$ cat config.mk
export PLATFORM = sky130hd
export DESIGN_NAME = apb_requester_flat
export DESIGN_NICKNAME = d
export VERILOG_FILES = /design/src/rtl/apb_requester_if.sv /design/src/rtl/apb_requester.sv /design/src/flat_wrapper.sv
export SDC_FILE = /design/constraint.sdc
export NUM_CORES = 1
export LEC_CHECK = 0
export ABC_AREA = 1
export CAP_MARGIN = 30
export CELL_PAD_IN_SITES_DETAIL_PLACEMENT = 0
export CELL_PAD_IN_SITES_GLOBAL_PLACEMENT = 1
export CORE_MARGIN = 2
export CORE_UTILIZATION = 32
export DETAILED_ROUTE_END_ITERATION = 10
export HOLD_SLACK_MARGIN = 0.05
export PLACE_DENSITY_LB_ADDON = 0.1
export SLEW_MARGIN = 20
export SYNTH_ARGS = -nofsm -noshare
export SYNTH_HDL_FRONTEND = slang
export SYNTH_SLANG_ARGS = --single-unit
$ cat constraint.sdc
create_clock -name pclk -period 2.2 [get_ports pclk]
set_input_delay 0.33 -clock pclk [delete_from_list [all_inputs] [get_ports pclk]]
set_output_delay 0.33 -clock pclk [all_outputs]
set_load 0.01 [all_outputs]
$ cat src/rtl/apb_requester_if.sv
// Bundles the command/response handshakes and the APB bus of apb_requester.
// Modport master is the requester's view and modport slave is the opposite side.
interface apb_requester_if #(
  parameter int unsigned ADDR_WIDTH = 16,
  parameter int unsigned DATA_WIDTH = 16
) ();

  logic                  cmd_valid;
  logic                  cmd_ready;
  logic                  cmd_write;
  logic [ADDR_WIDTH-1:0] cmd_addr;
  logic [DATA_WIDTH-1:0] cmd_wdata;

  logic                  rsp_valid;
  logic                  rsp_ready;
  logic [DATA_WIDTH-1:0] rsp_rdata;
  logic                  rsp_err;
  logic                  rsp_timeout;

  logic                  psel;
  logic                  penable;
  logic [ADDR_WIDTH-1:0] paddr;
  logic                  pwrite;
  logic [DATA_WIDTH-1:0] pwdata;
  logic [DATA_WIDTH-1:0] prdata;
  logic                  pready;
  logic                  pslverr;

  modport master (
    input  cmd_valid, cmd_write, cmd_addr, cmd_wdata, rsp_ready, prdata, pready, pslverr,
    output cmd_ready, rsp_valid, rsp_rdata, rsp_err, rsp_timeout,
    output psel, penable, paddr, pwrite, pwdata
  );

  modport slave (
    output cmd_valid, cmd_write, cmd_addr, cmd_wdata, rsp_ready, prdata, pready, pslverr,
    input  cmd_ready, rsp_valid, rsp_rdata, rsp_err, rsp_timeout,
    input  psel, penable, paddr, pwrite, pwdata
  );

endinterface

$ cat src/rtl/apb_requester.sv
// APB requester: one command at a time, sequenced IDLE -> SETUP -> ACCESS -> RESP.
// Define APB_TIMEOUT_EN to abort ACCESS after TIMEOUT_CYCLES cycles with pready low.
module apb_requester #(
  parameter int unsigned ADDR_WIDTH     = 16,
  parameter int unsigned DATA_WIDTH     = 16,
  parameter int unsigned TIMEOUT_CYCLES = 256
) (
  input logic             pclk,
  input logic             presetn,
  apb_requester_if.master bus
);

  if (TIMEOUT_CYCLES < 1 || TIMEOUT_CYCLES > 65535) begin : g_bad_timeout
    $error("TIMEOUT_CYCLES must be in 1..65535");
  end

  typedef enum logic [1:0] {StIdle, StSetup, StAccess, StResp} state_e;

  state_e state_q, state_d;

  logic                  cmd_ready_q, cmd_ready_d;
  logic                  rsp_valid_q, rsp_valid_d;
  logic [DATA_WIDTH-1:0] rsp_rdata_q, rsp_rdata_d;
  logic                  rsp_err_q, rsp_err_d;
  logic                  rsp_timeout_q, rsp_timeout_d;
  logic                  psel_q, psel_d;
  logic                  penable_q, penable_d;
  logic [ADDR_WIDTH-1:0] paddr_q, paddr_d;
  logic                  pwrite_q, pwrite_d;
  logic [DATA_WIDTH-1:0] pwdata_q, pwdata_d;

  logic accept;
  logic timeout_hit;

  assign accept = bus.cmd_valid & cmd_ready_q;

`ifdef APB_TIMEOUT_EN
  localparam logic [15:0] WaitLast = 16'(TIMEOUT_CYCLES - 1);

  logic [15:0] wait_q, wait_d;

  always_comb begin
    wait_d = wait_q;
    if (state_q == StSetup) begin
      wait_d = '0;
    end else if (state_q == StAccess && !bus.pready) begin
      wait_d = wait_q + 16'd1;
    end
  end

  always_ff @(posedge pclk or negedge presetn) begin
    if (!presetn) begin
      wait_q <= '0;
    end else begin
      wait_q <= wait_d;
    end
  end

  // The edge that would make the count reach the limit aborts; pready wins on that edge.
  assign timeout_hit = (state_q == StAccess) && !bus.pready && (wait_q == WaitLast);
`else
  assign timeout_hit = 1'b0;
`endif

  always_ff @(posedge pclk or negedge presetn) begin
    if (!presetn) begin
      state_q       <= StIdle;
      cmd_ready_q   <= 1'b0;
      rsp_valid_q   <= 1'b0;
      rsp_rdata_q   <= '0;
      rsp_err_q     <= 1'b0;
      rsp_timeout_q <= 1'b0;
      psel_q        <= 1'b0;
      penable_q     <= 1'b0;
      paddr_q       <= '0;
      pwrite_q      <= 1'b0;
      pwdata_q      <= '0;
    end else begin
      state_q       <= state_d;
      cmd_ready_q   <= cmd_ready_d;
      rsp_valid_q   <= rsp_valid_d;
      rsp_rdata_q   <= rsp_rdata_d;
      rsp_err_q     <= rsp_err_d;
      rsp_timeout_q <= rsp_timeout_d;
      psel_q        <= psel_d;
      penable_q     <= penable_d;
      paddr_q       <= paddr_d;
      pwrite_q      <= pwrite_d;
      pwdata_q      <= pwdata_d;
    end
  end

  always_comb begin
    state_d = state_q;
    unique case (state_q)
      StIdle:   if (accept) state_d = StSetup;
      StSetup:  state_d = StAccess;
      StAccess: if (bus.pready || timeout_hit) state_d = StResp;
      StResp:   if (bus.rsp_ready) state_d = StIdle;
      default:  state_d = StIdle;
    endcase
  end

  always_comb begin
    rsp_valid_d   = rsp_valid_q;
    rsp_rdata_d   = rsp_rdata_q;
    rsp_err_d     = rsp_err_q;
    rsp_timeout_d = rsp_timeout_q;
    psel_d        = psel_q;
    penable_d     = penable_q;
    paddr_d       = paddr_q;
    pwrite_d      = pwrite_q;
    pwdata_d      = pwdata_q;
    cmd_ready_d   = (state_d == StIdle);

    unique case (state_q)
      StIdle: begin
        if (accept) begin
          paddr_d   = bus.cmd_addr;
          pwrite_d  = bus.cmd_write;
          pwdata_d  = bus.cmd_wdata;
          psel_d    = 1'b1;
          penable_d = 1'b0;
        end
      end
      StSetup: begin
        penable_d = 1'b1;
      end
      StAccess: begin
        if (bus.pready) begin
          psel_d        = 1'b0;
          penable_d     = 1'b0;
          rsp_valid_d   = 1'b1;
          rsp_rdata_d   = pwrite_q ? '0 : bus.prdata;
          rsp_err_d     = bus.pslverr;
          rsp_timeout_d = 1'b0;
        end else if (timeout_hit) begin
          psel_d        = 1'b0;
          penable_d     = 1'b0;
          rsp_valid_d   = 1'b1;
          rsp_rdata_d   = '0;
          rsp_err_d     = 1'b1;
          rsp_timeout_d = 1'b1;
        end
      end
      StResp: begin
        if (bus.rsp_ready) rsp_valid_d = 1'b0;
      end
      default: ;
    endcase
  end

  assign bus.cmd_ready   = cmd_ready_q;
  assign bus.rsp_valid   = rsp_valid_q;
  assign bus.rsp_rdata   = rsp_rdata_q;
  assign bus.rsp_err     = rsp_err_q;
  assign bus.rsp_timeout = rsp_timeout_q;
  assign bus.psel        = psel_q;
  assign bus.penable     = penable_q;
  assign bus.paddr       = paddr_q;
  assign bus.pwrite      = pwrite_q;
  assign bus.pwdata      = pwdata_q;

endmodule
$ cat src/flat_wrapper.sv
// flat-port wrapper written by rule: the top's interface ports become plain ports
module apb_requester_flat 
#(
  parameter int unsigned ADDR_WIDTH     = 16,
  parameter int unsigned DATA_WIDTH     = 16,
  parameter int unsigned TIMEOUT_CYCLES = 256
)
  (pclk, presetn, bus_cmd_valid, bus_cmd_write, bus_cmd_addr, bus_cmd_wdata, bus_rsp_ready, bus_prdata, bus_pready, bus_pslverr, bus_cmd_ready, bus_rsp_valid, bus_rsp_rdata, bus_rsp_err, bus_rsp_timeout, bus_psel, bus_penable, bus_paddr, bus_pwrite, bus_pwdata);
  apb_requester_if #(.ADDR_WIDTH(ADDR_WIDTH), .DATA_WIDTH(DATA_WIDTH)) bus_i ();
  input logic pclk;
  input logic presetn;
  input wire logic [$bits(bus_i.cmd_valid)-1:0] bus_cmd_valid;
  input wire logic [$bits(bus_i.cmd_write)-1:0] bus_cmd_write;
  input wire logic [$bits(bus_i.cmd_addr)-1:0] bus_cmd_addr;
  input wire logic [$bits(bus_i.cmd_wdata)-1:0] bus_cmd_wdata;
  input wire logic [$bits(bus_i.rsp_ready)-1:0] bus_rsp_ready;
  input wire logic [$bits(bus_i.prdata)-1:0] bus_prdata;
  input wire logic [$bits(bus_i.pready)-1:0] bus_pready;
  input wire logic [$bits(bus_i.pslverr)-1:0] bus_pslverr;
  output wire logic [$bits(bus_i.cmd_ready)-1:0] bus_cmd_ready;
  output wire logic [$bits(bus_i.rsp_valid)-1:0] bus_rsp_valid;
  output wire logic [$bits(bus_i.rsp_rdata)-1:0] bus_rsp_rdata;
  output wire logic [$bits(bus_i.rsp_err)-1:0] bus_rsp_err;
  output wire logic [$bits(bus_i.rsp_timeout)-1:0] bus_rsp_timeout;
  output wire logic [$bits(bus_i.psel)-1:0] bus_psel;
  output wire logic [$bits(bus_i.penable)-1:0] bus_penable;
  output wire logic [$bits(bus_i.paddr)-1:0] bus_paddr;
  output wire logic [$bits(bus_i.pwrite)-1:0] bus_pwrite;
  output wire logic [$bits(bus_i.pwdata)-1:0] bus_pwdata;
  assign bus_i.cmd_valid = bus_cmd_valid;
  assign bus_i.cmd_write = bus_cmd_write;
  assign bus_i.cmd_addr = bus_cmd_addr;
  assign bus_i.cmd_wdata = bus_cmd_wdata;
  assign bus_i.rsp_ready = bus_rsp_ready;
  assign bus_i.prdata = bus_prdata;
  assign bus_i.pready = bus_pready;
  assign bus_i.pslverr = bus_pslverr;
  assign bus_cmd_ready = bus_i.cmd_ready;
  assign bus_rsp_valid = bus_i.rsp_valid;
  assign bus_rsp_rdata = bus_i.rsp_rdata;
  assign bus_rsp_err = bus_i.rsp_err;
  assign bus_rsp_timeout = bus_i.rsp_timeout;
  assign bus_psel = bus_i.psel;
  assign bus_penable = bus_i.penable;
  assign bus_paddr = bus_i.paddr;
  assign bus_pwrite = bus_i.pwrite;
  assign bus_pwdata = bus_i.pwdata;
  apb_requester #(.ADDR_WIDTH(ADDR_WIDTH), .DATA_WIDTH(DATA_WIDTH), .TIMEOUT_CYCLES(TIMEOUT_CYCLES)) u_core (.pclk(pclk), .presetn(presetn), .bus(bus_i));
endmodule
==> results of run 1 <==
[routing by layer]
layer | track usage, % | routed length (µm) | up-vias
met5 | 0 | 0 | -
met4 | 3.205 | 48 | 0
met3 | 4.275 | 325 | 4
met2 | 22.60 | 2650 | 64
met1 | 19.22 | 2653 | 899
li1 | - | - | 992
[state kept, by name, summed over array words and instances (netlist names), 2 cells and up]
register and flops:
u_core.bus.paddr 16, u_core.bus.pwdata 16, u_core.bus.rsp_rdata 16, u_core.state_q 2
[worst paths after layout]
| path | start | end | slack, ns |
|---|---|---|---|
| worst max-delay path | u_core.bus.paddr[11] | bus_paddr[11] | 0.65 |
| worst min-delay path | u_core.bus.paddr[2] | u_core.bus.paddr[2] | 0.48 |
| worst max register to register | u_core.state_q[1] | u_core.bus.cmd_ready | 0.68 |
| worst min register to register | u_core.bus.paddr[2] | u_core.bus.paddr[2] | 0.48 |
| max in group asynchronous | presetn | u_core.bus.paddr[6] | 1.05 |
| min in group asynchronous | presetn | u_core.bus.rsp_err | 0.56 |
[cells in the mapped netlist, types with 2 or more instances]
master / n
buf_4: 2
nand2_1: 100
nand2_2: 10
o21ai_2: 17
inv_1: 5
buf_2: 6
nand3_1: 38
dfrtp_1: 56
clkbuf_1: 4
[per-stage QoR]
step	area, µm²	cells
floorplan	2351	248
global route	3595	454
CTS	3595	454
detailed placement	3495	445
finish	3595	454
global placement	3495	445
[power breakdown]
group	internal [µW]	total (µW)	switching [µW]
registers	1500	1800	300
logic	1170	2240	1070
clock network	258	576	318
[cell usage in the layout (no fill, tap or decap), drive strengths merged]
master / count
dlygate4sd3: 1
o21ai: 17
conb: 1
buf: 6
nand2: 111
nor2: 2
dfrtp: 56
nand3: 39
clkinv: 1
clkdlybuf4s50: 107
clkbuf: 8
inv: 6
[cell families (layout without fill, tap and decap cells)]
family,after synthesis,in the layout,synth area share (%)
other cells,1,1,0.1595
buf+inv,22,129,5.641
simple gates,152,152,28.26
flops,56,56,59.61
compound gates,17,17,6.333
[cell type report]
class	count	area share (%)
well taps	99	3.446
clock buffers	8	2.506
flip-flops and latches	56	38.98
repair buffers	114	31.60
inverters	7	0.7309
multi-input cells	170	22.73
==> metrics.cfg, run 1 <==
[outcome]
run_status = complete, no violations

[global_routing]
overflow = 0
grt_pass1_vias = 1905
grtUsageTotal_pct = 14.18
antenna_found_initial = 0
grt_start_max_net_pins = 36
grt_pass1_wl_um = 9370

[routing]
wl_per_cell_um = 12.50
ant_nets = 0
route.detailed.drc = 0
first_pass_iters = 4
num_vias = 1959
first_iter_violations = 110
routed_wl_um = 5677
viasPerCell = 4.315

[die]
die_height_um = 89.72
dieArea_um2 = 8049
initial_core_util_pct = 32.76
core_um2 = 7176
die_x_um = 89.72
rows = 31
io_pins = 110

[clock_tree]
ctsHtreeMaxLevel = 2
cts_buffers = 5
cts_tree = yes
cts_hold_buf = 1
post-cts-setup-buffer-count = 0
clk_latency_ns = 0.30
ctsLongestPathBuffers = 2
cts.sinks = 56
cts_resized = 0
clkTransAtPathRegs_ns = 0.09
root_buffer = clkbuf_8

[cells_and_area]
fin_nets = 409
seq_area_um2 = 1401
num_antenna_cells = 0
fin_util_pct = 50.10
synthToLayoutAreaGrowth_pct = 52.90
drive_above_1_share_pct = 12.11
fillCellCount = 705
multi_input_area_um2 = 817.0

[setup_path]
cp_num_buf_inv = 1
end_kind = output pin
worst_r2r_path_depth = 4
crit_fanout = 2
cp.arrival_ns = 1.22
critPathRequiredTime_ns = 1.87
crit_chain = clkdlybuf4s50_1
slowest_stage = clkdlybuf4s50_1
worstSetupPathType = reg -> out
cpLargestDelayFamily = buffers and inverters
startpoint_type = flop
path_depth = 1
cp_slowest_stage_delay_ns = 0.55

[power_and_ir_drop]
p_per_area_nw_per_um2 = 1284
design_power_total_uw = 4616
leakage_uw = 0.001700
peakVddDrop_mv = 0.4945

[logic_synthesis]
syn_area_um2 = 2351
avgSynthCellArea_um2 = 9.480
synth_async_sr_flop_share_pct = 100.0
syn_inst = 248
syn_nets = 303
synth_ff_type = dfrtp_1
ys_warn_count = 0
synth_largest_area_cell = dfrtp_1
synth_edf_count = 0
ys_ff_latch = 56
synth.distinct_cells = 19
synth_area_leaders = dfrtp_1 (60%), nand2_1 (16%), nand3_1 (8.1%)
ys_seq_area_share_pct = 59.61
yosysTopAreaCellShare_pct = 59.61

[placement]
gp_congestion = 0.7126
pre_cts_ws_ns = 0.5052
port_buffers = 108
hpwl_um = 3940

[timing]
timing.slew.headroom_pct = 58.46
tightest_slew_ns = 0.6231
slew_viol_final = 0
setup_violations = 0
rsz0062_at_grt = no
final.setup.worst_slack_ns = 0.6470
fin_crit_sh_pct = 70.59
fmax_mhz = 643.9
finalSetupTns_ns = 0
hold_viol_final = 0
layout_min_cycle_time_ns = 1.553
clock-skew-final_ns = 0.004880
whs_ns = 0.4753

[job]
max_cap_violations = 0

[hold_path]
hold_depth = 2
min_path_type = reg -> reg

(Power assumes the default switching activity.)
==> run 2: changes to the inputs <==
- CORE_UTILIZATION: 32 -> 27
- clock period: 2.2 -> 1.35 ns (I/O delays scaled with it)
==> metrics.cfg, run 2 (synthesis results as in run 1) <==
[outcome]
run_status = complete, no violations

[setup_path]
cp_num_buf_inv = 1  ; unchanged
cpLargestDelayFamily = flip-flops
crit_chain = dlygate4sd2_1
path_depth = 1  ; unchanged
cp_slowest_stage_delay_ns = 0.41  ; -0.14 ns
ff2ff_setup_slack_ns = 0.18  ; -0.50 ns
critPathRequiredTime_ns = 1.15  ; -0.72 ns
worst_r2r_path_depth = 5  ; +1
r2r_end = u_core.bus.cmd_ready
crit_start = u_core.bus.cmd_ready
slowest_stage = dfrtp_1
worstSetupEndpoint = bus_cmd_ready
cp.arrival_ns = 1.01  ; -0.21 ns
crit_fanout = 2  ; unchanged
crit-reg2reg-launch = u_core.state_q[0]
end_kind = output pin
startpoint_type = flop
worstSetupPathType = reg -> out

[placement]
pre_cts_ws_ns = -0.02916  ; -0.5344 ns
dp_cells = 460  ; +3.4%
place_area_um2 = 3601  ; +3.0%
hpwl_um = 4234  ; +7.5%
gp_congestion = 0.7033  ; -1.3%
port_buffers = 108  ; unchanged

[power_and_ir_drop]
p_per_area_nw_per_um2 = 1972  ; +54%
peakVddDrop_mv = 0.5986  ; +21%
leakage_uw = 0.001897  ; +12%

[job]
max_cap_violations = 0  ; unchanged

[hold_path]
min_path_type = in -> async

[clock_tree]
cts_tree = yes
cts_buffers = 5  ; unchanged
root_buffer = clkbuf_8
ctsLongestPathBuffers = 2  ; unchanged
clkTransAtPathRegs_ns = 0.09  ; about the same
ctsHtreeMaxLevel = 2  ; unchanged
clk_latency_ns = 0.30  ; about the same
cts.sinks = 56  ; unchanged

[routing]
wl_per_cell_um = 12.85  ; +2.8%
ant_nets = 0  ; unchanged
first_pass_iters = 4  ; unchanged
viasPerCell = 4.284  ; -0.71%
num_vias = 2005  ; +2.3%
first_iter_violations = 87  ; -21%
routed_wl_um = 6016  ; +6.0%
route.detailed.drc = 0  ; unchanged

[timing]
setup_violations = 0  ; unchanged
whs_ns = 0.4026  ; -0.07267 ns
fin_crit_sh_pct = 89.73
final.setup.worst_slack_ns = 0.1386  ; -0.5084 ns
hold_viol_final = 0  ; unchanged
rsz0062_at_grt = no
fmax_mhz = 825.5
layout_min_cycle_time_ns = 1.211
clock-skew-final_ns = 0.004914  ; +0.00003373 ns
slew_viol_final = 0  ; unchanged

[cells_and_area]
design_area_um2 = 3640  ; +1.3%
final_common_cell = nand2_1
fin_nets = 415  ; +1.5%
final_cell_mix = nand2_1 (100), dfrtp_1 (56), dlygate4sd2_1 (54)
stdcell_count = 468  ; +3.1%
drive_above_1_share_pct = 13.89  ; +1.8 points
synthToLayoutAreaGrowth_pct = 54.82
num_antenna_cells = 0  ; unchanged

[die]
dieArea_um2 = 9470  ; +18%
core_um2 = 8593  ; +20%
rows = 34  ; +9.7%
die_x_um = 97.32  ; +8.5%
initial_core_util_pct = 27.36  ; -5.4 points
io_pins = 110  ; unchanged
die_height_um = 97.32  ; +8.5%

[global_routing]
grt_pass1_vias = 2099  ; +10%
antenna_found_initial = 0  ; unchanged
grt_pass1_wl_um = 10140  ; +8.2%
overflow = 0  ; unchanged
grt_start_max_net_pins = 57  ; +58%
grtUsageTotal_pct = 13.19  ; -0.99 points

run 2: worst min path at each step:
stage,end,depth (start not counted)
finish,u_core.bus.rsp_rdata[14],3
global route,u_core.bus.rsp_rdata[14],3
detailed placement,u_core.bus.rsp_rdata[14],2
floorplan,u_core.bus.cmd_ready,0
global placement,u_core.bus.rsp_rdata[14],2
CTS,u_core.bus.rsp_rdata[14],3
run 2: final cells by class:
type / instances / area, µm²
multi-input cells: 170 / 817.0
well taps: 108 / 135.1
repair buffers: 120 / 1164
flip-flops and latches: 56 / 1401
clock buffers: 7 / 96.34
fillers: 859 / 4954
inverters: 7 / 26.28
run 2: through the flow:
stage                     total power (µW)  setup TNS, ns  utilization [%]
after floorplan                       4753              0                -
after global placement                6837        -0.3745            41.90
after detailed placement              6856        -0.3053            41.90
after CTS                             7346              0            42.36
after global routing                  7803              0            42.36
final                                 7177              0            42.36
run 2: what timing repair did:
| action | 4_1_cts | 5_1_grt |
|---|---|---|
| buffers inserted | 0 | 0 |
| gates resized for setup | 54 | 0 |
| endpoints found under the hold margin | 56 | 0 |
| endpoints found under the setup margin | 54 | 0 |
| hold buffers | 1 | 0 |
run 2: report_power, final:
part	total, µW	switching (µW)	internal (µW)
registers	2890	446	2440
logic	3310	1790	1520
clock network	980	522	459
total	7180	2760	4420
run 2: per-layer routing:
metal / vias up / global-route usage (%) / share of wire (%)
met5: - / 0 / 0
met4: 0 / 5.021 / 1.8
met3: 9 / 4.892 / 8.0
met2: 67 / 19.98 / 44
met1: 922 / 17.25 / 47
li1: 1007 / - / -
==> run 3: changes to the inputs <==
--- a/config.mk
+++ b/config.mk
@@ -12,3 +12,4 @@
 export CORE_MARGIN = 2
-export CORE_UTILIZATION = 27
+export CORE_UTILIZATION = 28
+export CTS_BUF_LIST = sky130_fd_sc_hd__clkbuf_2 sky130_fd_sc_hd__clkbuf_4 sky130_fd_sc_hd__clkbuf_8
 export DETAILED_ROUTE_END_ITERATION = 10
==> constraint.sdc (replaced) <==
create_clock -name pclk -period 1.35 [get_ports pclk]
set_input_delay 0.27 -clock pclk [delete_from_list [all_inputs] [get_ports pclk]]
set_output_delay 0.27 -clock pclk [all_outputs]
set_load 0.01 [all_outputs]
==> metrics.cfg, run 3 (synthesis results as in run 1) <==
[outcome]
run_status = complete, no violations

[job]
max_cap_violations = 0  ; unchanged

[power_and_ir_drop]
seq_power_share_pct = 38.8  ; -1.4 points
pwr-share-clk_pct = 16.1  ; +2.4 points
p_comb_share_pct = 45.1  ; -1.0 points
p_sw_uw = 2782  ; +0.93%
p_int_uw = 4667  ; +5.6%
peakVddDrop_mv = 0.9223  ; +54%
leakage_uw = 0.001924  ; +1.4%
p_per_area_nw_per_um2 = 2019  ; +2.4%
sw_frac_of_total_pct = 37.35  ; -1.1 points

[setup_path]
end_kind = output pin
cp_slowest_stage_delay_ns = 0.42  ; about the same
cp.arrival_ns = 1.02  ; about the same
worst_r2r_path_depth = 6  ; +1
worstSetupPathType = reg -> out
path_depth = 1  ; unchanged
critPathRequiredTime_ns = 1.08  ; -0.07 ns
cpLargestDelayFamily = flip-flops
crit_chain = dlygate4sd2_1
cp_num_buf_inv = 1  ; unchanged
crit_fanout = 3  ; +1
startpoint_type = flop
slowest_stage = dfrtp_1

[routing]
route.detailed.drc = 0  ; unchanged
wl_per_cell_um = 12.34  ; -4.0%
num_vias = 1997  ; -0.40%
ant_nets = 0  ; unchanged
routed_wl_um = 5787  ; -3.8%
first_pass_iters = 4  ; unchanged
viasPerCell = 4.258  ; -0.61%
first_iter_violations = 76  ; -13%

[global_routing]
grt_pass1_wl_um = 9487  ; -6.4%
grt.met2_usage_pct = 20.16  ; +0.18 points
grt_start_max_net_pins = 57  ; unchanged
antenna_found_initial = 0  ; unchanged
top_usage_layer = met2
grtUsageMet3_pct = 4.506  ; -0.39 points
grt_use_met1_pct = 18.10  ; +0.85 points
overflow = 0  ; unchanged
grt_pass1_vias = 1962  ; -6.5%
grtUsageTotal_pct = 13.33  ; +0.14 points

[clock_tree]
clk_latency_ns = 0.31  ; about the same
ctsHtreeMaxLevel = 2  ; unchanged
cts.sinks = 56  ; unchanged
cts_buffers = 5  ; unchanged
cts_tree = yes
ctsLongestPathBuffers = 2  ; unchanged
clkTransAtPathRegs_ns = 0.10  ; about the same
root_buffer = clkbuf_8

[timing]
finalSetupTns_ns = 0  ; unchanged
rsz0062_at_grt = no
layout_min_cycle_time_ns = 1.290  ; +0.07873 ns
whs_ns = 0.4742  ; +0.07162 ns
fin_crit_sh_pct = 95.56  ; +5.8 points
hold_viol_final = 0  ; unchanged
slew_viol_final = 0  ; unchanged
clock-skew-final_ns = 0.004742  ; -0.0001715 ns
fmax_mhz = 775.1  ; -6.1%
setup_violations = 0  ; unchanged

[hold_path]
hold_depth = 2
min_path_type = reg -> reg

[die]
rows = 33  ; -2.9%
core_um2 = 8175  ; -4.9%
die_x_um = 95.63  ; -1.7%
initial_core_util_pct = 28.76  ; +1.4 points
die_height_um = 95.63  ; -1.7%
dieArea_um2 = 9145  ; -3.4%
io_pins = 110  ; unchanged

[placement]
hpwl_um = 4067  ; -4.0%
port_buffers = 108  ; unchanged
gp_congestion = 0.6807  ; -3.2%

[cells_and_area]
final_common_cell = nand2_1
drive_above_1_share_pct = 14.84  ; +0.95 points
num_antenna_cells = 0  ; unchanged
final_cell_mix = nand2_1 (100), dfrtp_1 (56), dlygate4sd2_1 (54)
fin_nets = 418  ; +0.72%
multi_input_area_um2 = 817.0  ; unchanged
seq_area_um2 = 1401  ; unchanged
fillCellCount = 842  ; -2.0%
synthToLayoutAreaGrowth_pct = 56.89

run 3: changes by cell type in the layout (fill, tap and decap cells not counted), sizes merged:
cell    previous run  this run
buf               12        15
bufinv             0         1
run 3: power groups by stage:
stage,clock (µW),combinational [µW],sequential (µW)
after floorplan,0,1490,3260
after global placement,0,3890,2970
after detailed placement,0,3900,2960
after CTS,1250,3420,2910
after global routing,1310,3770,3010
final,1200,3360,2890
run 3: path summary, 6_finish.rpt:
kind                                            to                  from  slack [ns]
min                            u_core.bus.paddr[4]   u_core.bus.paddr[4]        0.47
max reg2reg                  u_core.bus.pwdata[10]  u_core.bus.cmd_ready        0.19
max in group asynchronous     u_core.bus.pwdata[1]               presetn        0.62
min reg2reg                    u_core.bus.paddr[4]   u_core.bus.paddr[4]        0.47
max                                     bus_pwrite     u_core.bus.pwrite        0.06
min in group asynchronous  u_core.bus.rsp_rdata[3]               presetn        0.50
run 3: stage by stage:
step	std cells	util [%]	area, µm²	total power [µW]	setup slack, ns
4_1_cts	468	45.03	3681	7581	0.02840
3_5_place_dp	458	44.09	3605	6861	-0.1022
3_3_place_gp	458	44.09	3605	6855	-0.06847
6_report	469	45.12	3689	7449	0.05988
2_1_floorplan	248	-	2351	4753	0.2291
5_1_grt	469	45.12	3689	8085	0.008915
run 3: repair_timing:
item | in CTS | in global routing
hold endpoints to repair | 56 | 0
cloned | 0 | 0
setup endpoints to repair | 54 | 1
hold buffers | 1 | 0
pin swaps | 0 | 0
buffers inserted | 1 | 1
gates resized for setup | 54 | 0
run 3: area by class of cell:
type,instances,area share [%]
clock buffers,7,2.612
multi-input cells,170,22.15
well taps,105,3.562
inverters,7,0.7123
flip-flops and latches,56,37.99
repair buffers,123,32.16
clock inverters,1,0.8141
run 3: worst reg2reg max path, cell delays in order, from the launching register on:
cell and delay, ns:
dfrtp_1 0.41, nand2_1 0.07, clkinv_1 0.19, nand2_4 0.17
buf_4 0.16, nand2_1 0.06, nand2_1 0.05
run 3: metal layers:
layer	up-vias	part of all wire, %	wire [µm]
met4	0	1.2	69
li1	1011	-	-
met5	-	0	0
met3	6	8.3	479
met1	916	46	2646
met2	64	45	2591
